## src/rtl/issue_scoreboard_ctrl.sv

```systemverilog
// Issue gate between decode stage 1 and decode stage 2: tracks pending register
// writers and the in-flight window, and holds back RAW hazards and serializing ops.
module issue_scoreboard_ctrl #(
  parameter int MAX_INFLIGHT = 4,
  parameter int PCNT_W       = 2
) (
  input  logic        clk_i,
  input  logic        rst_i,
  input  logic        id1_valid_i,
  input  logic [4:0]  id1_rs1_i,
  input  logic [4:0]  id1_rs2_i,
  input  logic        id1_use_rs1_i,
  input  logic        id1_use_rs2_i,
  input  logic [4:0]  id1_rd_i,
  input  logic        id1_gr_we_i,
  input  logic        id1_serial_i,
  output logic        id1_ready_o,
  output logic        id2_valid_o,
  input  logic        wb_release_i,
  input  logic [4:0]  wb_rd_i,
  input  logic        wb_gr_we_i,
  input  logic        flush_i,
  output logic [2:0]  inflight_o,
  output logic [31:0] busy_vec_o,
  output logic [1:0]  state_o,
  output logic        underflow_o
);

  typedef enum logic [1:0] {
    ST_RUN    = 2'd0,
    ST_HAZARD = 2'd1,
    ST_DRAIN  = 2'd2
  } state_e;

  localparam logic [PCNT_W-1:0] CNT_MAX = '1;
  localparam logic [2:0]        INF_MAX = 3'(MAX_INFLIGHT);

  logic [PCNT_W-1:0] cnt_q   [32];
  logic [PCNT_W-1:0] cnt_d   [32];
  logic [PCNT_W-1:0] cnt_eff [32];
  logic [31:0]       cnt_dec;
  logic [31:0]       cnt_inc;
  logic [2:0]        inflight_q, inflight_d, inf_eff;
  logic              inf_dec;
  logic              underflow_q, underflow_d;
  state_e            state_q;
  logic              raw, waw_full, full, drain, issue;

  // A same-cycle writeback frees its register and window slot for this cycle's issue.
  always_comb begin : eff_counts
    inf_dec = wb_release_i && (inflight_q != 3'd0);
    inf_eff = inflight_q - 3'(inf_dec);
    cnt_dec = '0;
    for (int r = 0; r < 32; r++) begin
      cnt_dec[r] = wb_release_i && wb_gr_we_i && (wb_rd_i == 5'(r)) && (cnt_q[r] != '0);
      cnt_eff[r] = cnt_q[r] - PCNT_W'(cnt_dec[r]);
    end
  end

  always_comb begin : hazards
    raw      = (id1_use_rs1_i && (id1_rs1_i != 5'd0) && (cnt_eff[id1_rs1_i] != '0)) ||
               (id1_use_rs2_i && (id1_rs2_i != 5'd0) && (cnt_eff[id1_rs2_i] != '0));
    waw_full = id1_gr_we_i && (id1_rd_i != 5'd0) && (cnt_eff[id1_rd_i] == CNT_MAX);
    full     = (inf_eff == INF_MAX);
    drain    = id1_serial_i && (inf_eff != 3'd0);
    issue    = id1_valid_i && !flush_i && !raw && !waw_full && !full && !drain;
  end

  // Handshake: id1_ready_o and id2_valid_o are one signal; an instruction moves from
  // stage 1 to stage 2 on every rising edge where it is high, and stage 1 holds otherwise.
  assign id2_valid_o = issue && rst_i;
  assign id1_ready_o = issue && rst_i;

  always_comb begin : next_counts
    inflight_d = inflight_q + 3'(issue) - 3'(inf_dec);
    cnt_inc    = '0;
    for (int r = 0; r < 32; r++) begin
      cnt_inc[r] = issue && id1_gr_we_i && (id1_rd_i == 5'(r)) && (r != 0);
      cnt_d[r]   = cnt_q[r] + PCNT_W'(cnt_inc[r]) - PCNT_W'(cnt_dec[r]);
    end
    underflow_d = underflow_q ||
                  (wb_release_i && ((inflight_q == 3'd0) ||
                                    (wb_gr_we_i && (cnt_q[wb_rd_i] == '0))));
  end

  always_ff @(posedge clk_i or negedge rst_i) begin
    if (!rst_i) begin
      for (int r = 0; r < 32; r++) cnt_q[r] <= '0;
      inflight_q  <= 3'd0;
      underflow_q <= 1'b0;
      state_q     <= ST_RUN;
    end else begin
      for (int r = 0; r < 32; r++) cnt_q[r] <= cnt_d[r];
      inflight_q  <= inflight_d;
      underflow_q <= underflow_d;
      // Diagnostic state only; issue never depends on it.
      if (flush_i)                           state_q <= ST_RUN;
      else if (id1_valid_i && !issue && drain) state_q <= ST_DRAIN;
      else if (id1_valid_i && !issue)        state_q <= ST_HAZARD;
      else                                   state_q <= ST_RUN;
    end
  end

  always_comb begin : busy_map
    busy_vec_o = '0;
    for (int r = 0; r < 32; r++) busy_vec_o[r] = (cnt_q[r] != '0);
  end

  assign inflight_o  = inflight_q;
  assign underflow_o = underflow_q;
  assign state_o     = state_q;

endmodule

```

## config.mk

```make
export PLATFORM = sky130hd
export DESIGN_NAME = issue_scoreboard_ctrl
export DESIGN_NICKNAME = d
export VERILOG_FILES = /design/src/rtl/issue_scoreboard_ctrl.sv
export SDC_FILE = /design/constraint.sdc
export NUM_CORES = 1
export LEC_CHECK = 0
export CELL_PAD_IN_SITES_DETAIL_PLACEMENT = 1
export CELL_PAD_IN_SITES_GLOBAL_PLACEMENT = 1
export CORE_ASPECT_RATIO = 2
export CORE_UTILIZATION = 44
export CTS_CLUSTER_SIZE = 30
export DETAILED_ROUTE_END_ITERATION = 8
export GPL_ROUTABILITY_DRIVEN = 1
export GPL_TIMING_DRIVEN = 0
export HOLD_SLACK_MARGIN = 0.03
export MAX_ROUTING_LAYER = met4
export PLACE_DENSITY = 0.85
export SYNTH_ARGS = -nofsm -noshare
export SYNTH_HDL_FRONTEND = slang
export SYNTH_SLANG_ARGS = --single-unit
```

## constraint.sdc

```tcl
create_clock -name clk_i -period 8.8 [get_ports clk_i]
set_input_delay 2.64 -clock clk_i [delete_from_list [all_inputs] [get_ports clk_i]]
set_output_delay 2.64 -clock clk_i [all_outputs]
set_load 0.02 [all_outputs]
```

==> summary.json <==
{
  "sta": {
    "maxSlewViolCount": 0,
    "final_hold_viol_count": 0,
    "worst_slew_pin_slew_ns": 0.9837,
    "finalCritPeriodShare_pct": 99.86,
    "clock-skew-final_ns": 0.008493,
    "final_period_minus_worst_setup_slack_ns": 8.787,
    "rsz0062_at_grt": "false",
    "setup_viol": 0,
    "achievable-frequency_mhz": 113.8,
    "worst_case_headroom_to_the_max_slew_limit_pct": 34.28,
    "tns_ns": 0
  },
  "worst_setup_path": {
    "max_fanout_on_critical_path": 10,
    "reg2reg_slack_ns": 4.30,
    "critical_path.startpoint_type": "input pin",
    "critical_path_depth": 13,
    "cp_cell_sequence": "clkdlybuf4s50_1, clkbuf_1, nor2_2, nand3_1, a21oi_1, nor3_1, nand4_1, o22a_1, nand3_2, buf_12, nor2_2, buf_4, clkdlybuf4s15_2",
    "worst_ep_arrival_time_ns": 6.15,
    "critical_path.reg2reg.endpoint": "cnt_q[21]$_DFF_PN0_",
    "r2r.worst_path.cells": 18,
    "worstPathBufferInverterCount": 5,
    "critPathMostFrequentCell": "sky130_fd_sc_hd__nor2_2",
    "critical_path.max_stage_delay_ns": 0.61,
    "regToRegStartpoint": "cnt_q[63]$_DFF_PN0_",
    "worstPathRequired_ns": 6.16,
    "crit_path_top_delay_cell": "sky130_fd_sc_hd__clkdlybuf4s50_1",
    "path_delay_family": "buffers and inverters",
    "crit_path_end_kind": "primary output",
    "timing.setup.critical_path_class": "in -> out"
  },
  "detailed_routing": {
    "post-route-drc-count": 0,
    "drt_first_iter_violations": 498,
    "route.layer.met1.wl_mm": 10.83,
    "antenna_violating_nets_post_route": 0,
    "wl_mm": 33.07,
    "post_drt_via_cell_ratio": 6.764,
    "wl_met3_mm": 1.950,
    "top_layer": "met4",
    "met2WireLength_mm": 16.81,
    "routedWlPerCell_um": 28.75,
    "detailedRoute.firstPassIterationCount": 7,
    "via_count": 7779
  },
  "placement": {
    "hpwlAfterDp_mm": 25.53,
    "port_buffers": 64,
    "globalplace.congestion": 1.063,
    "dp_cell_count": 1121
  },
  "clock_network": {
    "clk_root_buffer_cell": "sky130_fd_sc_hd__clkbuf_16",
    "clock_tree.buffer_depth": 2,
    "cts_tree": "built",
    "deepest_level_of_the_cts_h_tree": 3,
    "insertion_delay_ns": 0.36,
    "path_clk_slew_ns": 0.06,
    "cts-buffers-inserted": 9,
    "clk_sink_count": 70,
    "postCtsHoldBufs": 0
  },
  "synthesis": {
    "async_reset_ff_share_pct": 100.0,
    "combinational_family_with_the_most_area_after_synthesis": "simple AND/OR/NAND/NOR gates",
    "ys_ff_latch": 70,
    "synth_simple_gate_area_share_pct": 30.67,
    "synth.area.mux_share_pct": 3.360,
    "synth_compound_gate_area_share_pct": 20.77,
    "synth_cell_types": 83,
    "post_synth_xor_area_fraction_pct": 6.954,
    "syn_area_mm2": 0.006927,
    "synth_enable_flop_cells": 0,
    "synth_warnings": 0,
    "adder_cell_fraction_of_synth_area_pct": 6.611,
    "mappedNetlistNets": 924,
    "synth.yosys.seq_area_share_pct": 25.29,
    "syn-mean-instance-area_um2": 8.073,
    "netlist_instances": 858,
    "synthFlopType": "sky130_fd_sc_hd__dfrtp_1"
  },
  "final_layout": {
    "most_frequent_standard_cell_in_the_layout_excluding_fill_and_tap_cells": "sky130_fd_sc_hd__nand2_1",
    "drive_above_1_share_pct": 13.13,
    "antennaDiodeCount": 0,
    "most-common-layout-cells": "sky130_fd_sc_hd__nand2_1 (92), sky130_fd_sc_hd__nor2_1 (82), sky130_fd_sc_hd__dfrtp_1 (70)",
    "fin_nets": 1014,
    "area_delta_synth_final_pct": 21.57,
    "final_core_util_pct": 54.77,
    "layout.cells.non_filler": 1150
  },
  "floorplan": {
    "core.rowCount": 64,
    "core_area_mm2": 0.01537,
    "die_width_um": 90.72,
    "start_util_pct": 45.05,
    "die_h_um": 179.4,
    "pin_count": 70,
    "floorplan.die_area_mm2": 0.01628
  },
  "power_and_ir_drop": {
    "vdd_drop_max_mv": 0.09822,
    "power_per_cell_area_mw_per_mm2": 175.6,
    "leakage_nw": 3.673,
    "design_power_total_mw": 1.478
  },
  "global_route": {
    "grt_start_max_net_pins": 45,
    "grt_pass1_vias": 8501,
    "wire_length_of_the_first_global_routing_pass_mm": 50.15,
    "globalRoute.totalOverflow": 0,
    "grt_use_total_pct": 43.08,
    "grt_antenna_before_repair": 0
  },
  "min_path": {
    "hold_class": "reg -> reg",
    "hold_path_startpoint": "underflow_o$_DFF_PN0_",
    "instance_count_along_the_most_critical_hold_path": 2,
    "holdPathEnd": "underflow_o$_DFF_PN0_"
  },
  "run_status": {
    "status": "finished clean"
  },
  "flow_run": {
    "timing.max_cap.violations": 0
  }
}
==> stage by stage <==
stage	instance area [um^2]	hold WS [ns]	setup slack (ns)
after floorplan	6927	0.4737	0.2954
after global placement	7815	0.4879	-1.883
after detailed placement	7840	0.4978	-1.930
after CTS	8334	0.5157	0.006923
after global routing	8421	0.5591	0.003232
final	8421	0.5248	0.01272
==> logic make-up after synthesis <==
group | Yosys count
fa+ha+maj | 36
buf+inv | 103
flops | 70
mux | 12
xor+xnor | 55
simple gates | 386
compound gates | 196
==> where the power goes <==
part	internal [mW]	total (mW)	leakage [nW]	switching (mW)
Clock	0.248	0.408	0.149	0.160
Sequential	0.375	0.456	0.934	0.0807
Combinational	0.246	0.615	2.59	0.369
==> cell type report <==
type	instances	area (um^2)
Clock inverter	5	85.08
Clock buffer	10	229.0
Sequential cell	70	1752
Tap cell	198	247.7
Multi-Input combinational cell	685	4851
Timing Repair Buffer	83	809.5
Buffer	43	236.5
Inverter	56	210.2
Fill cell	1877	6954
==> layer usage <==
layer,global-route usage [%],up-vias
li1,-,3331
met1,40.60,3855
met2,73.67,387
met3,8.037,206
met4,37.42,0
met5,-,-
==> tightest hold or removal path: cells and delay by family (launching register included) <==
family	cells	cell delay, ns
flops	1	0.37
simple gates	1	0.07
compound gates	1	0.06
==> Yosys cell counts (all sizes together) (6+ instances only) <==
cell type  number  area share (%)
mux4            9             2.9
or4            20             2.2
o211ai          6            0.65
a211oi          9            0.98
xor2           25             3.2
a31oi           6            0.54
a21oi          27             2.0
o31ai          12             1.7
nand3          18             1.4
o31a            6            0.76
or2            18             1.6
nand4           7            0.72
inv            56             3.0
nor3           19             1.4
clkbuf         23             1.2
buf            24             2.1
nand2          93             5.0
nor2b          31             2.8
o311ai          9             1.2
nor4           24             2.9
nand3b          6            0.65
ha             35             6.3
o22ai          16             1.4
o21ai          36             2.6
o21a            6            0.65
xnor2          30             3.8
nand4b          8             1.0
or3            10            0.90
nand2b         17             1.5
nor2           84             4.6
a32oi           6            0.76
dfrtp          70              25
a211o          12             1.5
==> sequential cells by signal, indices dropped and copies added, names as in the netlist <==
register,count
cnt_q,64
inflight_o,3
state_o,2
underflow_o,1
==> how the worst max path moves through the flow <==
stage,slack [ns],to,start
detailed placement,-1.93,id2_valid_o,wb_rd_i[4]
global placement,-1.88,id2_valid_o,wb_rd_i[4]
global route,0.003,id2_valid_o,wb_rd_i[1]
finish,0.01,id2_valid_o,id1_rd_i[3]
CTS,0.007,id2_valid_o,wb_rd_i[2]
floorplan,0.30,id2_valid_o,wb_rd_i[4]
==> timing repair <==
item	4_1_cts	5_1_grt
buffers inserted	14	4
gates resized for setup	32	22
endpoints found under the setup margin	2	2
endpoints found under the hold margin	0	0
pin swaps	8	6
(Power assumes the default switching activity.)
